[config.mk]
export PLATFORM = sky130hd
export DESIGN_NAME = debouncer_botones
export DESIGN_NICKNAME = d
export VERILOG_FILES = /design/src/rtl/debouncer_botones.sv
export SDC_FILE = /design/constraint.sdc
export NUM_CORES = 1
export LEC_CHECK = 0
export CAP_MARGIN = 20
export CORE_ASPECT_RATIO = 0.75
export CORE_MARGIN = 4
export CORE_UTILIZATION = 45
export DETAILED_ROUTE_END_ITERATION = 16
export SETUP_SLACK_MARGIN = 0.5
export SYNTH_ARGS = -nofsm -noshare
export SYNTH_HDL_FRONTEND = slang
export SYNTH_SLANG_ARGS = --single-unit
[constraint.sdc]
create_clock -name i_clock -period 2 [get_ports i_clock]
set_input_delay 0.3 -clock i_clock [delete_from_list [all_inputs] [get_ports i_clock]]
set_output_delay 0.3 -clock i_clock [all_outputs]
set_load 0.01 [all_outputs]
[src/rtl/debouncer_botones.sv]
// Per-button two-flop synchroniser plus a debounce FSM. It emits one registered
// pulse per confirmed press and a debounced level for each button.
module debouncer_botones #(
  parameter int CANT_BOTONES   = 4,
  parameter int CICLOS_ESTABLE = 1000000,
  parameter int ANCHO_CONTADOR = 20
) (
  input  logic                    i_clock,
  input  logic                    i_reset,
  input  logic [CANT_BOTONES-1:0] i_botones,
  output logic [CANT_BOTONES-1:0] o_botones_pulso,
  output logic [CANT_BOTONES-1:0] o_botones_estado,
  output logic                    o_algun_pulso
);

  typedef enum logic [1:0] {
    REPOSO      = 2'd0,
    ESPERA_ALTO = 2'd1,
    PULSADO     = 2'd2,
    ESPERA_BAJO = 2'd3
  } estado_t;

  // Last count value of a stable run; the counter never goes past it.
  localparam logic [ANCHO_CONTADOR-1:0] CNT_MAX = ANCHO_CONTADOR'(CICLOS_ESTABLE - 1);

  logic [CANT_BOTONES-1:0] sync1;
  logic [CANT_BOTONES-1:0] sync2;
  logic [CANT_BOTONES-1:0] s;
  logic [CANT_BOTONES-1:0] pulso_next;

  always_ff @(posedge i_clock) begin
    if (i_reset) begin
      sync1 <= '0;
      sync2 <= '0;
    end else begin
      sync1 <= i_botones;
      sync2 <= sync1;
    end
  end

  assign s = sync2;

  for (genvar gi = 0; gi < CANT_BOTONES; gi++) begin : g_boton
    estado_t                   st_q;
    estado_t                   st_n;
    logic [ANCHO_CONTADOR-1:0] cnt_q;
    logic [ANCHO_CONTADOR-1:0] cnt_n;
    logic                      nivel_q;
    logic                      nivel_n;
    logic                      pulso_q;
    logic                      pulso_n;

    always_ff @(posedge i_clock) begin
      if (i_reset) begin
        st_q    <= REPOSO;
        cnt_q   <= '0;
        nivel_q <= 1'b0;
        pulso_q <= 1'b0;
      end else begin
        st_q    <= st_n;
        cnt_q   <= cnt_n;
        nivel_q <= nivel_n;
        pulso_q <= pulso_n;
      end
    end

    always_comb begin
      st_n    = st_q;
      cnt_n   = cnt_q;
      nivel_n = nivel_q;
      pulso_n = 1'b0;
      case (st_q)
        REPOSO: begin
          if (s[gi]) begin
            st_n  = ESPERA_ALTO;
            cnt_n = '0;
          end
        end
        ESPERA_ALTO: begin
          if (!s[gi]) begin
            st_n  = REPOSO;
            cnt_n = '0;
          end else if (cnt_q == CNT_MAX) begin
            st_n    = PULSADO;
            cnt_n   = '0;
            nivel_n = 1'b1;
            pulso_n = 1'b1;
          end else begin
            cnt_n = cnt_q + ANCHO_CONTADOR'(1);
          end
        end
        PULSADO: begin
          if (!s[gi]) begin
            st_n  = ESPERA_BAJO;
            cnt_n = '0;
          end
        end
        ESPERA_BAJO: begin
          // A bounce back to 1 returns to PULSADO silently: still the same press.
          if (s[gi]) begin
            st_n  = PULSADO;
            cnt_n = '0;
          end else if (cnt_q == CNT_MAX) begin
            st_n    = REPOSO;
            cnt_n   = '0;
            nivel_n = 1'b0;
          end else begin
            cnt_n = cnt_q + ANCHO_CONTADOR'(1);
          end
        end
        default: begin
          st_n  = REPOSO;
          cnt_n = '0;
        end
      endcase
    end

    assign pulso_next[gi]       = pulso_n;
    assign o_botones_pulso[gi]  = pulso_q;
    assign o_botones_estado[gi] = nivel_q;
  end

  // Built from the next-state pulses so it lines up with o_botones_pulso.
  always_ff @(posedge i_clock) begin
    if (i_reset) begin
      o_algun_pulso <= 1'b0;
    end else begin
      o_algun_pulso <= |pulso_next;
    end
  end

endmodule

==> flow_summary.toml, run 1 <==
[critical_path]
timing.critical_path.fanout_max = 6
worstSetupStartpointType = "flip-flop"
crit_type = "reg -> reg"
critical_path_depth = 7
cpPeakStageDelay_ps = 560
cp_cell_sequence = "or4b_4 -> nor4b_4 -> buf_4 -> a211oi_4 -> buf_6 -> a41oi_2 -> a31oi_1"
critical-path-slowest-cell = "sky130_fd_sc_hd__or4b_4"
worst-r2r-setup-slack_ps = -6
crit_buf_inv = 2
critical-path-top-delay-family = "simple AND/OR/NAND/NOR gates"
worst-endpoint-required_ps = 2220
worst_setup_path_end_kind = "flip-flop"
r2r_cells = 7
crit_arrival_ps = 2220

[sta]
fin_crit_ps = 2010
slew-limit-headroom_pct = 62.6
setup_violations = 1
clock_skew_ps = 8.72
clock.fmax_mhz = 498
timing_worst_slew_pin_value_ps = 561
layout_worst_path_cycle_share_pct = 100
fin_worst_setup_slack_ps = -6.33
report.final.slew_viol_count = 0
rsz0062_at_grt = "true"
final-hold-violation-count = 0

[yosys]
yosys_most_used_dff = "sky130_fd_sc_hd__dfxtp_1"
postSynthRegisterBits = 105
synth_fp_nets = 613
synth-warning-count = 0
synthesized_instance_count = 603
synth_area_per_cell_um2 = 8.49
mapped_cell_area_um2 = 5120
synthArstFlopShare_pct = 0
netlist-cell-type-count = 52
seq_area_frac_synth_pct = 41.0
number_of_flops_mapped_to_enable_cells_by_yosys = 0

[detailed_routing]
drt_pre_antenna_iters = 5
drtIter0Drc = 273
antenna_violating_nets_post_route = 0
finalWirelength_mm = 13.7
route.detailed.vias_per_inst = 5.68
vias = 4927
post-route-drc-count = 0
routedWlPerCell_um = 15.8

[die]
initial_utilization_pct = 46.5
total_die_area_um2 = 13200
die_x_um = 131
fp.coreArea_um2 = 11000
placement_row_count = 33
pin_count = 15
die-height_um = 100

[layout]
fillerInstances = 879
postLayoutCellArea_um2 = 7270
antenna_diode_count = 0
flow.area_growth_from_synthesis_pct = 42.0
drive_gt1_share_pct = 36.5
number_of_nets_in_the_layout = 732
finish.utilization_pct = 66.0

[placement]
gpl_congestion = 0.834
placed_instance_area_um2 = 6100
port_buffers = 14
half_perimeter_wire_length_after_placement_mm = 8.58

[global_route]
pin_count_of_the_biggest_net_entering_global_routing = 18
aggregate_global_route_resource_usage_pct = 20.0
first_global_vias = 4583
grt_first_pass_wirelength_mm = 22.0
grt_overflow = 0
grt_antenna_before_repair = 0

[clock_network]
clkLatencyLatePin_ps = 350
ctsHtreeMaxLevel = 3
clkTransAtPathRegs_ps = 80
clk_root_buffer_cell = "sky130_fd_sc_hd__clkbuf_16"
cts_made_buffers = 9
cts_num_sinks = 105
ctsLongestPathBuffers = 2
tritoncts = "yes"
number_of_buffers_inserted_for_hold_repair_after_clock_tree_synthesis = 0

[power_and_ir_drop]
p_clk_share_pct = 44.2
static-leakage-power_uw = 0.00287
power.switching_fraction_pct = 22.9
peakVddDrop_mv = 0.496
p_seq_share_pct = 51.2
power_density_nw_per_um2 = 568
internal_power_uw = 3190
pwr-share-comb_pct = 4.6
net-switching-power_uw = 945

[worst_hold_path]
worst_hold_path_type = "reg -> reg"
whs_path_depth = 1

[status]
violations_in_the_final_reports = "negative setup slack"
run_status = "finished with violations"

[flow_run]
max_cap_viol_count = 0
## logic make-up (layout without fill, tap and decap cells)
family / Yosys count / after routing / share of synthesized area, %
adder cells (fa/ha/maj): 4 / 4 / 0.977
buffers and inverters: 47 / 168 / 4.72
multiplexers: 13 / 13 / 2.54
flip-flops: 105 / 105 / 41.0
AND/OR/NAND/NOR: 276 / 276 / 29.5
XOR/XNOR: 25 / 25 / 4.28
AO/OA/AOI/OAI: 133 / 136 / 16.9
## cell type report
cell class                      count  area (um2)  share of cell area [%]
Clock buffer                       10         239                    3.29
Clock inverter                      6        66.3                   0.912
Inverter                           19        71.3                   0.981
Multi-Input combinational cell    454        3380                    46.4
Sequential cell                   105        2140                    29.4
Tap cell                          140         175                    2.41
Timing Repair Buffer              133        1200                    16.5
## worst register-to-register path: stages, from the launching register on
cell and delay, ps:
sky130_fd_sc_hd__dfxtp_2 330, sky130_fd_sc_hd__or4b_4 560, sky130_fd_sc_hd__nor4b_4 280, sky130_fd_sc_hd__buf_4 210, sky130_fd_sc_hd__a211oi_4 100, sky130_fd_sc_hd__buf_6 170
sky130_fd_sc_hd__a41oi_2 150, sky130_fd_sc_hd__a31oi_1 80
## repair_timing
item | CTS | global route
resized for setup | 68 | 73
endpoints found under the setup margin | 105 | 98
buffers inserted | 23 | 7
pin swaps | 35 | 36
gates cloned | 8 | 0
## cell usage in the layout, fill, tap and decap left out, drive strengths merged, types with 7 or more instances in the layout
master / Yosys / final
nor3: 14 / 14
mux2i: 13 / 13
a211oi: 5 / 7
a21oi: 41 / 41
clkbuf: 8 / 10
dlygate4sd2: 0 / 8
and3: 15 / 15
inv: 19 / 20
dfxtp: 105 / 105
nand4: 33 / 33
nor2b: 9 / 9
buf: 20 / 120
nand2b: 12 / 12
or4b: 7 / 7
nor2: 56 / 56
xor2: 13 / 13
nand2: 53 / 53
a21o: 9 / 9
o21ai: 18 / 19
a31oi: 25 / 25
a22o: 18 / 18
nand3: 48 / 48
xnor2: 12 / 12
nor4: 10 / 10
## power by group through the flow
stage / Combinational (uW) / Clock, uW / Sequential (uW)
3_5_place_dp: 169 / 0 / 2170
6_report: 192 / 1830 / 2110
3_3_place_gp: 166 / 0 / 2170
4_1_cts: 181 / 1860 / 2120
5_1_grt: 208 / 1960 / 2120
2_1_floorplan: 105 / 0 / 2160
## worst paths after layout
kind | from | to
worst max-delay path | g_boton[1].cnt_q[7]$_SDFFE_PP0P_ | g_boton[1].cnt_q[7]$_SDFFE_PP0P_
worst min-delay path | sync1[2]$_SDFF_PP0_ | s[2]$_SDFF_PP0_
worst max register to register | g_boton[1].cnt_q[7]$_SDFFE_PP0P_ | g_boton[1].cnt_q[7]$_SDFFE_PP0P_
worst min register to register | sync1[2]$_SDFF_PP0_ | s[2]$_SDFF_PP0_
## synthesized netlist by cell type, drive strengths merged (13+ instances only)
master / n / area (um2)
xor2: 13 / 114
nand2: 53 / 199
buf: 20 / 140
and3: 15 / 93.8
nor3: 14 / 80.1
a22o: 18 / 158
nand4: 33 / 206
nand3: 48 / 240
o21ai: 18 / 93.8
a21oi: 41 / 205
mux2i: 13 / 130
dfxtp: 105 / 2100
nor2: 56 / 210
a31oi: 25 / 156
inv: 19 / 71.3
## registers in the layout, summed over array words and instances, names as in the netlist, named ones only
signal / count
o_algun_pulso: 1
sync1: 4
g_boton.st_q: 4
g_boton.pulso_q: 4
s: 4
g_boton.nivel_q: 4
g_boton.cnt_q: 80
## routing by layer
layer  global-route usage [%]  share of wire, %  vias up
met1                     28.0                50     2367
met3                     4.26               3.1       13
met2                     32.1                46       86
met5                        0                 0        -
met4                     4.84              0.96        0
li1                         -                 -     2461
## stage by stage
stage	instances	hold WS [ps]	total power [uW]	setup slack, ps	setup TNS [ps]
after floorplan	603	414	2270	85.6	0
after global placement	813	421	2330	-8.01	-8.01
after global routing	867	448	4280	-34.4	-93.9
after detailed placement	813	424	2340	-64.4	-176
after CTS	860	441	4160	54.6	0
final	867	437	4130	-6.33	-6.33
No activity file was read; power rests on OpenSTA's default activity.
==> run 2, diff against run 1 <==
Settings changed: SETUP_SLACK_MARGIN 0.5 to 0.3.
==> run 2 against run 1 <==
Net effect:
- the flow now finishes without violations
- die area unchanged
- sequential share of layout area decreased by 1.3 points
- first-iteration DRC count increased by 26%
- combinational power increased by 17%
- final cell count increased by 1.8%
- flip-flop and latch count unchanged
- design area increased by 4.9%
- clock skew about the same
- critical path type unchanged
- largest power group unchanged
==> flow_summary.toml, run 2 (same netlist as run 1, synthesis figures left out) <==
[sta]
timing_worst_slew_pin_value_ps = 701
fin_crit_ps = 1970
clock_skew_ps = 8.31
setup_violations = 0
fin_worst_setup_slack_ps = 32.4
report.final.slew_viol_count = 0
slew-limit-headroom_pct = 53.1
final_setup_tns_ps = 0
clock.fmax_mhz = 508
hold_ws_ps = 444
rsz0062_at_grt = "true"
final-hold-violation-count = 0
layout_worst_path_cycle_share_pct = 98.4

[detailed_routing]
drtIter0Drc = 345
antenna_violating_nets_post_route = 0
post-route-drc-count = 0
routedWlPerCell_um = 17.0
route.detailed.vias_per_inst = 5.84
vias = 5159
finalWirelength_mm = 15.0
drt_pre_antenna_iters = 5

[status]
run_status = "completed"

[placement]
gpl_congestion = 0.831
half_perimeter_wire_length_after_placement_mm = 8.93
dpl_worst_slack_ps = 18.0
placed_instance_area_um2 = 6030
port_buffers = 14

[clock_network]
clkLatencyLatePin_ps = 350
cts_num_sinks = 105
cts_made_buffers = 9
clkTransAtPathRegs_ps = 70
ctsHtreeMaxLevel = 3
tritoncts = "yes"
clk_root_buffer_cell = "sky130_fd_sc_hd__clkbuf_16"
ctsLongestPathBuffers = 2
number_of_buffers_inserted_for_hold_repair_after_clock_tree_synthesis = 0

[layout]
largest-register = "g_boton.cnt_q"
postLayoutCellArea_um2 = 7630
finish.utilization_pct = 69.2
flip_flop_count_of_the_largest_register_after_layout = 80
flow.area_growth_from_synthesis_pct = 49.0
drive_gt1_share_pct = 42.0
antenna_diode_count = 0
layout.cells.most_common = "sky130_fd_sc_hd__buf_4"
commonest_non_fill_non_tap_cells_in_the_layout = "sky130_fd_sc_hd__buf_4 (104), sky130_fd_sc_hd__dfxtp_1 (75), sky130_fd_sc_hd__nor2_1 (41)"
number_of_nets_in_the_layout = 748

[critical_path]
crit_buf_inv = 2
worst_setup_path_end_kind = "flip-flop"
crit_arrival_ps = 2230
critical-path-top-delay-family = "compound AO/OA/AOI/OAI gates"
r2r_cells = 8
critical-path-slowest-cell = "sky130_fd_sc_hd__a211oi_4"
cpPeakStageDelay_ps = 530
critical_path_depth = 8
worstSetupStartpointType = "flip-flop"
cp_cell_sequence = "ha_4 -> nand3_4 -> nor4_4 -> buf_4 -> a211oi_4 -> clkbuf_16 -> nand2b_4 -> a31oi_1"
crit_type = "reg -> reg"
worst-endpoint-required_ps = 2260
timing.critical_path.fanout_max = 7

[global_route]
pin_count_of_the_biggest_net_entering_global_routing = 19
aggregate_global_route_resource_usage_pct = 21.5
first_global_vias = 4806
grt_antenna_before_repair = 0
grt_first_pass_wirelength_mm = 23.4
grt_overflow = 0

[die]
total_die_area_um2 = 13200
die_x_um = 131
initial_utilization_pct = 46.5
fp.coreArea_um2 = 11000
pin_count = 15
die-height_um = 100
placement_row_count = 33

[power_and_ir_drop]
peakVddDrop_mv = 0.452
static-leakage-power_uw = 0.00290
net-switching-power_uw = 983
p_clk_share_pct = 47.3
internal_power_uw = 3460
pwr-share-comb_pct = 5.0
power_density_nw_per_um2 = 583
p_seq_share_pct = 47.7
power.switching_fraction_pct = 22.1

[flow_run]
max_cap_viol_count = 0

[worst_hold_path]
worst_hold_path_type = "reg -> reg"
whs_path_depth = 1
-- run 2: layout make-up --
type | count | area [um2]
Fill cell | 797 | 3390
Inverter | 19 | 71.3
Multi-Input combinational cell | 453 | 3530
Tap cell | 140 | 175
Sequential cell | 105 | 2140
Clock inverter | 6 | 115
Timing Repair Buffer | 150 | 1360
Clock buffer | 10 | 239
-- run 2: per-layer routing --
metal  wire length [um]  global-route usage [%]  vias up
li1                   -                       -     2502
met1               7100                    28.9     2494
met2               7020                    35.1      128
met3                533                    4.06       35
met4                372                    7.43        0
met5                  0                       0        -
-- run 2: power by group through the flow --
stage | sequential [uW] | clock (uW) | combinational, uW
CTS | 2120 | 2130 | 199
floorplan | 2160 | 0 | 105
detailed placement | 2170 | 0 | 165
global placement | 2170 | 0 | 161
finish | 2120 | 2100 | 224
global route | 2120 | 2210 | 239
-- run 2: path summary, 6_finish.rpt --
check                                        start                                 to  slack (ps)
hold reg to reg                sync1[1]$_SDFF_PP0_                    s[1]$_SDFF_PP0_         440
hold / removal                 sync1[1]$_SDFF_PP0_                    s[1]$_SDFF_PP0_         440
setup / recovery  g_boton[3].cnt_q[0]$_SDFFE_PP0P_  g_boton[3].cnt_q[10]$_SDFFE_PP0P_          30
setup reg to reg  g_boton[3].cnt_q[0]$_SDFFE_PP0P_  g_boton[3].cnt_q[10]$_SDFFE_PP0P_          30
-- run 2: per-stage QoR --
stage	std cells	total power (uW)
after detailed placement	806	2330
after CTS	858	4450
after floorplan	603	2270
after global routing	883	4570
final	883	4440
after global placement	806	2330
-- run 2: what timing repair did --
| action | in CTS | in global routing |
|---|---|---|
| gates cloned | 6 | 6 |
| setup endpoints to repair | 86 | 96 |
| gates resized for setup | 75 | 106 |
| endpoints found under the hold margin | 0 | 0 |
| setup buffers | 30 | 19 |
| pin swaps | 35 | 50 |
==> run 3, diff against run 2 <==
Clock period 2 ns to 2.2 ns, I/O delays scaled along.
==> run 3 against run 2 <==
Net effect:
- design area down 11%
- non-clock buffer count down 44
- wire length down 13%
- clock-buffer cell count unchanged
- worst hold slack better by 4.7 ps
- critical endpoint is now g_boton[0].cnt_q[18]$_SDFFE_PP0P_
- sequential power down 9%
- highest routed layer unchanged
- die area unchanged
- via count down 7.7%
==> flow_summary.toml, run 3 (same netlist as run 1, synthesis figures left out) <==
[placement]
half_perimeter_wire_length_after_placement_mm = 8.28
port_buffers = 14
gpl_congestion = 0.797
placed_cells_incl_taps = 788
placed_instance_area_um2 = 5750

[critical_path]
crit-reg2reg-launch = "g_boton[0].cnt_q[0]$_SDFFE_PP0P_"
worstSetupStartpointType = "flip-flop"
critical-path-slowest-cell = "sky130_fd_sc_hd__dfxtp_4"
crit_path_start = "g_boton[0].cnt_q[0]$_SDFFE_PP0P_"
critical_path_depth = 8
cp_cell_sequence = "ha_4 -> nand4_1 -> buf_6 -> nor4_4 -> a211oi_4 -> buf_12 -> and3_4 -> a221o_1"
crit_arrival_ps = 2260
timing.critical_path.fanout_max = 8
crit_type = "reg -> reg"
worst-endpoint-required_ps = 2440
critical-path-top-delay-family = "simple AND/OR/NAND/NOR gates"
cpPeakStageDelay_ps = 370
critical_path.reg2reg.endpoint = "g_boton[0].cnt_q[18]$_SDFFE_PP0P_"
setup.worst_path.end = "g_boton[0].cnt_q[18]$_SDFFE_PP0P_"
crit_buf_inv = 2
r2r_cells = 8
worst-r2r-setup-slack_ps = 190
worst_setup_path_end_kind = "flip-flop"

[sta]
slew-limit-headroom_pct = 62.2
clock.fmax_mhz = 497
layout_worst_path_cycle_share_pct = 91.5
fin_crit_ps = 2010
final-hold-violation-count = 0
setup_violations = 0
report.final.slew_viol_count = 0
final_setup_tns_ps = 0
rsz0062_at_grt = "true"
timing_worst_slew_pin_value_ps = 565
clock_skew_ps = 8.51

[die]
fp.coreArea_um2 = 11000
placement_row_count = 33
total_die_area_um2 = 13200
initial_utilization_pct = 46.5
die-height_um = 100
pin_count = 15
die_x_um = 131

[clock_network]
clkLatencyLatePin_ps = 360
tritoncts = "yes"
cts_num_sinks = 105
ctsLongestPathBuffers = 2
clk_root_buffer_cell = "sky130_fd_sc_hd__clkbuf_16"
number_of_buffers_inserted_for_hold_repair_after_clock_tree_synthesis = 0
clkTransAtPathRegs_ps = 80
ctsHtreeMaxLevel = 3
cts_made_buffers = 9

[detailed_routing]
post-route-drc-count = 0
antenna_violating_nets_post_route = 0
routedWlPerCell_um = 15.5
finalWirelength_mm = 13.0
drt_pre_antenna_iters = 4
drtIter0Drc = 258
vias = 4760
route.detailed.vias_per_inst = 5.67

[layout]
finish.utilization_pct = 61.6
layoutNonFillerInstCount = 839
commonest_non_fill_non_tap_cells_in_the_layout = "sky130_fd_sc_hd__dfxtp_1 (89), sky130_fd_sc_hd__buf_4 (73), sky130_fd_sc_hd__nor2_1 (53)"
postLayoutCellArea_um2 = 6790
largest-register = "g_boton.cnt_q"
flip_flop_count_of_the_largest_register_after_layout = 80
drive_gt1_share_pct = 28.2
layout.cells.most_common = "sky130_fd_sc_hd__dfxtp_1"
flow.area_growth_from_synthesis_pct = 32.6
antenna_diode_count = 0
number_of_nets_in_the_layout = 704

[power_and_ir_drop]
internal_power_uw = 2800
p_seq_share_pct = 52.0
p_clk_share_pct = 43.5
net-switching-power_uw = 886
power_density_nw_per_um2 = 543
static-leakage-power_uw = 0.00260
pwr-share-comb_pct = 4.5
peakVddDrop_mv = 0.409
power.switching_fraction_pct = 24.0

[global_route]
grt_first_pass_wirelength_mm = 21.2
grt_overflow = 0
grt_antenna_before_repair = 0
pin_count_of_the_biggest_net_entering_global_routing = 22
first_global_vias = 4425
aggregate_global_route_resource_usage_pct = 19.3

[worst_hold_path]
worst_hold_path_type = "reg -> reg"

[flow_run]
max_cap_viol_count = 0

[status]
run_status = "completed"
==> run 3: repair_timing <==
| item | CTS | global route |
|---|---|---|
| pin swaps | 13 | 39 |
| buffers inserted | 20 | 10 |
| gates cloned | 2 | 3 |
| resized for setup | 26 | 89 |
| setup endpoints to repair | 74 | 82 |
==> run 3: layout make-up <==
type | instances | area (um2)
Inverter | 19 | 71.3
Multi-Input combinational cell | 453 | 3160
Sequential cell | 105 | 2130
Clock buffer | 10 | 239
Clock inverter | 6 | 62.6
Timing Repair Buffer | 106 | 947
Tap cell | 140 | 175
Fill cell | 948 | 4240
==> run 3: worst register-to-register path, cell delays in order (launching register included) <==
cell and delay (ps):
sky130_fd_sc_hd__dfxtp_4 370, sky130_fd_sc_hd__ha_4 150, sky130_fd_sc_hd__nand4_1 130, sky130_fd_sc_hd__buf_6 180, sky130_fd_sc_hd__nor4_4 370, sky130_fd_sc_hd__a211oi_4 130, sky130_fd_sc_hd__buf_12 170, sky130_fd_sc_hd__and3_4 160
sky130_fd_sc_hd__a221o_1 250
==> run 3: worst min path at each step <==
stage                              from         endpoint  depth (start not counted)
floorplan           sync1[0]$_SDFF_PP0_  s[0]$_SDFF_PP0_                          1
global placement    sync1[3]$_SDFF_PP0_  s[3]$_SDFF_PP0_                          1
detailed placement  sync1[2]$_SDFF_PP0_  s[2]$_SDFF_PP0_                          1
CTS                 sync1[2]$_SDFF_PP0_  s[2]$_SDFF_PP0_                          1
global route        sync1[2]$_SDFF_PP0_  s[2]$_SDFF_PP0_                          1
finish              sync1[2]$_SDFF_PP0_  s[2]$_SDFF_PP0_                          1
==> run 3: per-stage QoR <==
stage	hold slack, ps	setup slack [ps]	power (uW)
2_1_floorplan	414	276	2060
3_3_place_gp	426	-155	2110
3_5_place_dp	431	-215	2120
4_1_cts	450	145	3730
5_1_grt	467	113	3830
6_report	448	186	3690
==> run 3: metal layers <==
metal  wire length [um]  vias up  track usage (%)
li1                   -     2414                -
met1               6620     2272             27.8
met2               5860       62             29.6
met3                385       12             4.06
met4                137        0             5.08
met5                  0        -                0
==> run 3: power by group through the flow <==
stage               Clock, uW  Combinational [uW]  Sequential (uW)
floorplan                   0                90.6             1970
global placement            0                 145             1970
detailed placement          0                 149             1970
CTS                      1660                 154             1920
global route             1730                 180             1920
finish                   1600                 165             1920
